## config.mk

```make
export PLATFORM = sky130hd
export DESIGN_NAME = seg_display_arbiter_flat
export DESIGN_NICKNAME = d
export VERILOG_FILES = /design/src/rtl/seg_display_arbiter_pkg.sv /design/src/rtl/seg_display_arbiter_if.sv /design/src/rtl/seg_display_arbiter_int3_to_seg.sv /design/src/rtl/seg_display_arbiter.sv /design/src/flat_wrapper.sv
export SDC_FILE = /design/constraint.sdc
export NUM_CORES = 1
export LEC_CHECK = 0
export ABC_AREA = 1
export ABC_CLOCK_PERIOD_IN_PS = 3100
export BUFFER_PORTS_ARGS = -buffer_cell sky130_fd_sc_hd__buf_4
export CORE_ASPECT_RATIO = 1.25
export CORE_UTILIZATION = 55
export DETAILED_ROUTE_END_ITERATION = 6
export GPL_ROUTABILITY_DRIVEN = 0
export PLACE_DENSITY = 0.84
export SYNTH_ARGS = -nofsm -noshare
export SYNTH_HDL_FRONTEND = slang
export SYNTH_SLANG_ARGS = --single-unit
```

## constraint.sdc

```tcl
create_clock -name clk_2 -period 3.1 [get_ports clk_2]
set_input_delay 0.465 -clock clk_2 [delete_from_list [all_inputs] [get_ports clk_2]]
set_output_delay 0.465 -clock clk_2 [all_outputs]
set_load 0.02 [all_outputs]
```

## src/rtl/seg_display_arbiter_pkg.sv

```systemverilog
// Shared types and segment patterns for the seven-segment display arbiter.
package seg_display_pkg;

  typedef enum logic [1:0] {
    IDLE = 2'd0,
    SHOW = 2'd1,
    GAP  = 2'd2
  } state_t;

  // Active-high a..g in bits 6:0
  localparam logic [7:0] DIG0      = 8'h3F;
  localparam logic [7:0] DIG1      = 8'h06;
  localparam logic [7:0] DIG2      = 8'h5B;
  localparam logic [7:0] DIG3      = 8'h4F;
  localparam logic [7:0] DIG4      = 8'h66;
  localparam logic [7:0] SEG_MINUS = 8'h80;

endpackage

```

## src/rtl/seg_display_arbiter_if.sv

```systemverilog
// Requester-side bundle of the display arbiter: level requests, values, grant/done and the SEG bus.
interface seg_display_arbiter_if #(
  parameter int NREQ = 2
);

  logic [NREQ-1:0]      req;
  logic [NREQ-1:0][2:0] val;
  logic [NREQ-1:0]      gnt;
  logic [NREQ-1:0]      done;
  logic                 busy;
  logic [7:0]           SEG;

  modport master (
    output req, val,
    input  gnt, done, busy, SEG
  );

  modport slave (
    input  req, val,
    output gnt, done, busy, SEG
  );

endinterface

```

## src/rtl/seg_display_arbiter_int3_to_seg.sv

```systemverilog
// Combinational 3-bit two's-complement to seven-segment encoder; zero latency, no flow control.
module int3_to_seg
  import seg_display_pkg::*;
(
  input  logic [2:0] val,
  output logic [7:0] seg
);

  // Negative values show the magnitude digit with the dot lit as a minus sign
  always_comb begin
    seg = 8'h00;
    case (val)
      3'b000: seg = DIG0;
      3'b001: seg = DIG1;
      3'b010: seg = DIG2;
      3'b011: seg = DIG3;
      3'b100: seg = SEG_MINUS | DIG4;
      3'b101: seg = SEG_MINUS | DIG3;
      3'b110: seg = SEG_MINUS | DIG2;
      3'b111: seg = SEG_MINUS | DIG1;
      default: seg = 8'h00;
    endcase
  end

endmodule

```

## src/rtl/seg_display_arbiter.sv

```systemverilog
// Round-robin share of one SEG display: grant visible one edge after req, held HOLD_CYCLES, then 1-cycle blank.
// Requesters wait on level req until their done pulse; a dropped req never aborts a running slot.
module seg_display_arbiter
  import seg_display_pkg::*;
#(
  parameter int NREQ        = 2,
  parameter int HOLD_CYCLES = 4
) (
  input  logic                 clk_2,
  input  logic                 reset_n,
  seg_display_arbiter_if.slave bus
);

  localparam int CNT_W = $clog2(HOLD_CYCLES + 1);
  localparam int IDX_W = $clog2(NREQ);

  state_t              state_q, state_d;
  logic [CNT_W-1:0]    cnt_q, cnt_d;
  logic [IDX_W-1:0]    rr_ptr_q, rr_ptr_d;
  logic [IDX_W-1:0]    cur_q, cur_d;
  logic [NREQ-1:0]     gnt_q, gnt_d;
  logic [NREQ-1:0]     done_q, done_d;
  logic [7:0]          seg_q, seg_d;
  logic                busy_q;

  logic [NREQ-1:0]     req_eff;
  logic [IDX_W:0]      pick;
  logic                pick_vld;
  logic [IDX_W-1:0]    pick_idx;
  logic [2:0]          pick_val;
  logic [7:0]          pick_seg;

  // First asserted request at or after ptr, wrapping; MSB flags a hit
  function automatic logic [IDX_W:0] rr_pick(input logic [NREQ-1:0] r,
                                             input logic [IDX_W-1:0] ptr);
    logic [IDX_W:0] res;
    int             j;
    res = '0;
    for (int i = NREQ - 1; i >= 0; i--) begin
      j = (int'(ptr) + i) % NREQ;
      if (r[j]) res = {1'b1, IDX_W'(j)};
    end
    return res;
  endfunction

  // The requester that just finished sits out the gap cycle
  always_comb begin
    req_eff = bus.req;
    if (state_q == GAP) req_eff[cur_q] = 1'b0;
  end

  assign pick     = rr_pick(req_eff, rr_ptr_q);
  assign pick_vld = pick[IDX_W];
  assign pick_idx = pick[IDX_W-1:0];
  assign pick_val = bus.val[pick_idx];

  int3_to_seg u_enc (
    .val (pick_val),
    .seg (pick_seg)
  );

  always_ff @(posedge clk_2 or negedge reset_n) begin
    if (!reset_n) begin
      state_q  <= IDLE;
      cnt_q    <= '0;
      rr_ptr_q <= '0;
      cur_q    <= '0;
      gnt_q    <= '0;
      done_q   <= '0;
      seg_q    <= 8'h00;
      busy_q   <= 1'b0;
    end else begin
      state_q  <= state_d;
      cnt_q    <= cnt_d;
      rr_ptr_q <= rr_ptr_d;
      cur_q    <= cur_d;
      gnt_q    <= gnt_d;
      done_q   <= done_d;
      seg_q    <= seg_d;
      busy_q   <= (state_d != IDLE);
    end
  end

  always_comb begin
    state_d = state_q;
    case (state_q)
      IDLE:    if (pick_vld) state_d = SHOW;
      SHOW:    if (cnt_q == '0) state_d = GAP;
      GAP:     state_d = pick_vld ? SHOW : IDLE;
      default: state_d = IDLE;
    endcase
  end

  always_comb begin
    cnt_d    = cnt_q;
    rr_ptr_d = rr_ptr_q;
    cur_d    = cur_q;
    gnt_d    = gnt_q;
    seg_d    = seg_q;
    done_d   = '0;
    case (state_q)
      IDLE, GAP: begin
        gnt_d = '0;
        seg_d = 8'h00;
        if (pick_vld) begin
          gnt_d[pick_idx] = 1'b1;
          seg_d           = pick_seg;
          cnt_d           = CNT_W'(HOLD_CYCLES - 1);
          cur_d           = pick_idx;
        end
      end
      SHOW: begin
        if (cnt_q != '0) begin
          cnt_d = cnt_q - CNT_W'(1);
        end else begin
          done_d[cur_q] = 1'b1;
          gnt_d         = '0;
          seg_d         = 8'h00;
          rr_ptr_d      = (cur_q == IDX_W'(NREQ - 1)) ? '0 : cur_q + IDX_W'(1);
        end
      end
      default: begin
        gnt_d = '0;
        seg_d = 8'h00;
      end
    endcase
  end

  assign bus.gnt  = gnt_q;
  assign bus.done = done_q;
  assign bus.busy = busy_q;
  assign bus.SEG  = seg_q;

endmodule

```

## src/flat_wrapper.sv

```systemverilog
// flat-port wrapper written by rule: the top's interface ports become plain ports
module seg_display_arbiter_flat import seg_display_pkg::*;
#(
  parameter int NREQ        = 2,
  parameter int HOLD_CYCLES = 4
)
  (clk_2, reset_n, bus_req, bus_val, bus_gnt, bus_done, bus_busy, bus_SEG);
  seg_display_arbiter_if #(.NREQ(NREQ)) bus_i ();
  input  logic clk_2;
  input  logic reset_n;
  input wire logic [$bits(bus_i.req)-1:0] bus_req;
  input wire logic [$bits(bus_i.val)-1:0] bus_val;
  output wire logic [$bits(bus_i.gnt)-1:0] bus_gnt;
  output wire logic [$bits(bus_i.done)-1:0] bus_done;
  output wire logic [$bits(bus_i.busy)-1:0] bus_busy;
  output wire logic [$bits(bus_i.SEG)-1:0] bus_SEG;
  assign bus_i.req = bus_req;
  assign bus_i.val = bus_val;
  assign bus_gnt = bus_i.gnt;
  assign bus_done = bus_i.done;
  assign bus_busy = bus_i.busy;
  assign bus_SEG = bus_i.SEG;
  seg_display_arbiter #(.NREQ(NREQ), .HOLD_CYCLES(HOLD_CYCLES)) u_core (.clk_2(clk_2), .reset_n(reset_n), .bus(bus_i));
endmodule
```

# Word-level counts from Yosys, hierarchy flattened
# Memories as Yosys holds them, arrays and structs flattened.
# Index checks and enable logic that the tools add are counted.
dict set report totals {
  inputBits 10
  wordCells 68
  output_inout_bits 13
  mem_bits_ro 56
  register_bits 20
  memories 1
}
dict set report op_classes {
  n_lt_le_gt_ge 6
  n_mux 30
  n_addsub 3
  n_bitwise 4
  n_reduce_logical 11
  eq_ne 5
}
# name depth word_bits read_ports rd_clocked_by_memory_dff write_ports line_no
set mem_list {}
lappend mem_list {{(name not given)} 8 7 1 0 0 seg_display_arbiter_int3_to_seg.sv:12} ;# case (val)
# op count
set op_table {}
lappend op_table {{$mux 2} 9}
lappend op_table {{$mux 8} 2}
lappend op_table {{$pmux 8 s2} 1}
lappend op_table {{$mux 3} 4}
lappend op_table {{$mux 1} 9}
lappend op_table {{$lt 1x2->1 const B} 3}
lappend op_table {{$pmux 2 s3} 1}
lappend op_table {{$pmux 3 s2} 1}
lappend op_table {{$ne 2x1->1 const B} 2}
lappend op_table {{$pmux 2 s2} 1}
lappend op_table {{$reduce_and 2->1} 2}
lappend op_table {{$reduce_bool 2->1} 2}
lappend op_table {{$logic_not 3->1} 1}
lappend op_table {{$lt 2x3->1 const B} 1}
lappend op_table {{$reduce_and 3->1} 1}
lappend op_table {{$reduce_bool 3->1} 1}
lappend op_table {{$sub 3x1->3 const B} 1}
lappend op_table {{$add 1x1->1 const B} 2}
lappend op_table {{$and 2x2->2} 1}
lappend op_table {{$demux 1 s1} 2}
lappend op_table {{$eq 2x1->1 const B} 1}
lappend op_table {{$eq 2x2->1 const B} 1}
lappend op_table {{$ge 1x1->1 const B} 2}
lappend op_table {{$logic_and 1x1->1} 2}
lappend op_table {{6 further kinds} 6}

# Logic depth before layout (Yosys ltp)
dict set report logic_depth {
  depth_word 18
  ltp_mapped 11
  depth_no_buf 11
}

# Cells and area by module
# A second synthesis with hierarchy kept.
dict set report unflattened {
  hier_cells 130
  area_unflattened_um2 1036.0
}
# module cells_each area_each_um2 instances seq_area_each_um2
set modules_own_cells {}
lappend modules_own_cells {seg_display_arbiter 109 909.6 1 500.5}
lappend modules_own_cells {int3_to_seg 21 126.4 1 0.0}

# Least setup slack after synthesis
# OpenSTA, ideal clock, no wires.
dict set report synth_timing {
  path_kind {reg2reg}
  start {register u_core.cnt_q[0]}
  end {register u_core.seg_q[3] (netlist: u_core.bus.SEG[3])}
  required_ns 2.982
  stages_incl_launch_ff 10
  setup_ns 0.118
  period_less_slack_ns 1.335
  arrival_time_ns 1.217
  setup_slack_ns 1.765
  n_path_buf 1
  path_cell_list {dfrtp_1 -> inv_1 -> ha_1 -> inv_1 -> nor2_2 -> nor2_4 -> buf_4 -> nand2_1 -> a21boi_2 -> nand2_1}
}
dict set report synth_between {
  elab_chain_len 2
}
# element line_no
set synth_lines {}
lappend synth_lines {{start, declared} seg_display_arbiter.sv:18} ;# logic [CNT_W-1:0] cnt_q, cnt_d;
lappend synth_lines {{start signal, assigned} seg_display_arbiter.sv:74} ;# cnt_q <= cnt_d;
lappend synth_lines {{$reduce_bool 3->1} seg_display_arbiter.sv:113} ;# if (cnt_q != '0) begin
lappend synth_lines {{$ne 2x2->1 (no line)} --}
lappend synth_lines {{end signal, assigned} seg_display_arbiter.sv:79} ;# seg_q <= seg_d;
lappend synth_lines {{end, declared} seg_display_arbiter.sv:23} ;# logic [7:0] seg_q, seg_d;
# Every way passes these cells.
# A chain may end at the register's enable or synchronous reset.

# Final worst setup path
dict set report layout_timing {
  start {register u_core.cnt_q[0]}
  end {register u_core.rr_ptr_q}
}
dict set report layout_between {
  elab_chain_len 3
}
# element line_no
set layout_lines {}
lappend layout_lines {{$reduce_bool 3->1} seg_display_arbiter.sv:113}
lappend layout_lines {{$not 1->1 (no line)} --}
lappend layout_lines {{$reduce_and 2->1 (no line)} --}
lappend layout_lines {{end signal, assigned} seg_display_arbiter.sv:75} ;# rr_ptr_q <= rr_ptr_d;
lappend layout_lines {{end, declared} seg_display_arbiter.sv:19} ;# logic [IDX_W-1:0] rr_ptr_q, rr_ptr_d;
# Every way passes these cells.

==> impl_metrics.py <==
metrics = {
    "floorplan": {
        "row_count": 16,
        "fp.coreArea_um2": 1622,
        "initial_core_util": 0.6134,
        "dieArea_um2": 1984,
        "fp.dieW_um": 40.04,
        "die_h_um": 49.55,
        "io_pins": 23,
    },
    "global_route": {
        "grtUsageTotal": 0.2178,
        "grt_max_degree": 20,
        "grt_pass1_wl_um": 3008,
        "grt_pass1_vias": 734,
        "gr-total-overflow": 0,
        "grt_antenna_before_repair": 0,
    },
    "synthesis": {
        "ys_ff_latch": 19,
        "synthesis.area_um2": 994.7,
        "synth.top_cell.area_share": 0.4780,
        "syn-instance-count": 111,
        "syn_area_per_cell_um2": 8.961,
        "yosys-top-cells-area": "dfrtp_1 48%, nand2_1 11%, nand2_4 4.5%, nand2_2 4.4%, inv_1 3.8%",
        "yosysWarnings": 0,
        "synth_seq_area_share": 0.4780,
        "synth_top_area_cell": "dfrtp_1",
        "synth_nets": 123,
        "synth_cell_type_count": 24,
    },
    "final_layout": {
        "diodes": 0,
        "layout_commonest_cell": "nand2_1",
        "layout_common_cells": "30 x nand2_1, 22 x buf_4, 19 x dfrtp_1, 10 x inv_1",
        "syn_to_final_growth_pct": 20.13,
        "finalNetCount": 148,
        "drive_above_1_share": 0.3778,
        "final_util": 0.7369,
    },
    "detailed_routing": {
        "first_iter_violations": 6,
        "routed_via_density": 5.007,
        "drc_errors": 0,
        "wl_per_cell_um": 11.29,
        "ant_nets": 0,
        "first_pass_iters": 4,
        "wl_um": 1728,
        "vias": 766,
    },
    "placement": {
        "portBuffers": 22,
        "dp_hpwl_um": 1403,
    },
    "clock_network": {
        "clock-sinks": 19,
        "cts_setup_buffers": 0,
        "cts_buffers": 3,
        "worstSkewPairLatency_ps": 300,
        "cts_tree": "done",
        "clock-root-buffer": "clkbuf_4",
        "cts_buffer_depth": 2,
        "h-tree-depth": 1,
        "cts_resized": 0,
        "path_clk_slew_ps": 110,
        "cts-hold-fix-buffers": 0,
    },
    "timing": {
        "fin_skew_ps": 4.861,
        "slew_headroom": 0.8397,
        "setup_tns_ps": 0,
        "fin_crit_sh": 0.4610,
        "final_max_slew_viol_count": 0,
        "rsz0062_at_grt": "no",
        "finalHoldViolCount": 0,
        "setup_viol": 0,
        "max_freq_ghz": 0.6997,
        "tightest_slew_ps": 239.9,
        "finalWorstPathRequiredPeriod_ps": 1429,
    },
    "power_and_ir_drop": {
        "powerDensity_nw_per_um2": 890.2,
        "leakagePower_nw": 0.6580,
        "ir_drop_uv": 443.8,
    },
    "worst_setup_path": {
        "crit_arrival_ps": 1620,
        "critPathLaunchType": "register",
        "path_cells": "inv_1 > ha_1 > inv_1 > nor2_2 > inv_1 > nor2_2 > inv_1 > nor2_1 > a21oi_1",
        "cpMaxStageDelayCell": "dfrtp_1",
        "crit_type": "register to register",
        "cp_max_fo": 3,
        "worst_path_most_repeated_cell": "inv_1",
        "endpoint_kind": "register",
        "crit_path_max_incr_delay_ps": 410,
        "cp.required_ps": 3290,
    },
    "job": {
        "cap_violations": 0,
    },
    "run_status": {
        "status": "finished, final reports clean",
    },
    "min_path": {
        "hp-class": "input pin to async pin",
    },
}
[cell type report]
| class | count | area (um2) |
|---|---|---|
| clock buffer | 3 | 22.52 |
| clock inverter | 1 | 5.005 |
| fill | 126 | 426.7 |
| inverter | 15 | 58.81 |
| multi-input combinational | 75 | 445.4 |
| sequential | 19 | 475.5 |
| tap | 18 | 22.52 |
| timing repair buffer | 22 | 165.2 |
[through the flow]
stage | std cells | setup slack (ps) | total power [mW] | instance area (um2) | hold WS, ps
4_1_cts | 153 | 1653 | 1.073 | 1195 | 22.29
2_1_floorplan | 111 | 1765 | 0.7838 | 994.7 | 169.4
3_3_place_gp | 149 | 1769 | 0.9284 | 1167 | 344.2
5_1_grt | 153 | 1550 | 1.148 | 1195 | 19.65
6_report | 153 | 1671 | 1.064 | 1195 | 12.86
3_5_place_dp | 149 | 1673 | 0.9515 | 1167 | 348.9
[kinds of logic (layout without fill, tap and decap cells)]
| family | after synthesis | in the layout | share of synthesized area |
|---|---|---|---|
| and+or+nand+nor | 63 | 63 | 0.3535 |
| DFF | 19 | 19 | 0.4780 |
| buffers and inverters | 17 | 41 | 0.07421 |
| AOI/OAI and AO/OA | 9 | 9 | 0.06038 |
| adders and majority gates | 2 | 2 | 0.02515 |
| xor gates and xnor gates | 1 | 1 | 0.008807 |
[worst paths after layout]
kind	cells past startpoint	startpoint	to	slack, ps
min reg2reg	1	u_core.cnt_q[0]$_DFFE_PN0P_	u_core.cnt_q[0]$_DFFE_PN0P_	480
min in group clk_2	1	u_core.cnt_q[0]$_DFFE_PN0P_	u_core.cnt_q[0]$_DFFE_PN0P_	480
min	1	reset_n	u_core.state_q[1]$_DFF_PN0_	10
max	9	u_core.cnt_q[0]$_DFFE_PN0P_	u_core.rr_ptr_q$_DFFE_PN0P_	1670
max in group asynchronous	1	reset_n	u_core.bus.SEG[4]$_DFFE_PN0P_	2890
max reg2reg	9	u_core.cnt_q[0]$_DFFE_PN0P_	u_core.rr_ptr_q$_DFFE_PN0P_	1670
[cells in the mapped netlist (all sizes together)]
cell type  instances
a21boi             1
a21oi              2
a22o               1
a31oi              1
buf                2
dfrtp             19
ha                 2
inv               15
nand2             42
nand3              9
nand3b             2
nor2              10
o21ai              4
xor2               1
[sequential cells by signal, summed over array words and instances (netlist names)]
name	count
u_core.bus.SEG	7
u_core.bus.busy	1
u_core.bus.done	2
u_core.bus.gnt	2
u_core.cnt_q	3
u_core.cur_q	1
u_core.rr_ptr_q	1
u_core.state_q	2
[worst max-delay path, delay by kind of cell (launching register included)]
family / cells / cell delay [ps]
fa+ha+maj: 1 / 150
compound gates: 1 / 60
buf+inv: 4 / 290
flops: 1 / 410
simple gates: 3 / 430
[power by group]
part	switching [mW]	total (mW)	internal, mW
clock	0.0752	0.123	0.0481
sequential	0.0592	0.405	0.346
combinational	0.333	0.535	0.203
[layer usage]
metal | routed length, um | GRT usage | vias up
met4 | 38 | 0.1207 | 0
met2 | 917 | 0.3710 | 19
li1 | - | - | 391
met5 | 0 | 0 | -
met3 | 48 | 0.01351 | 4
met1 | 724 | 0.2515 | 352
Note: power is estimated with default switching activity, not from simulation.
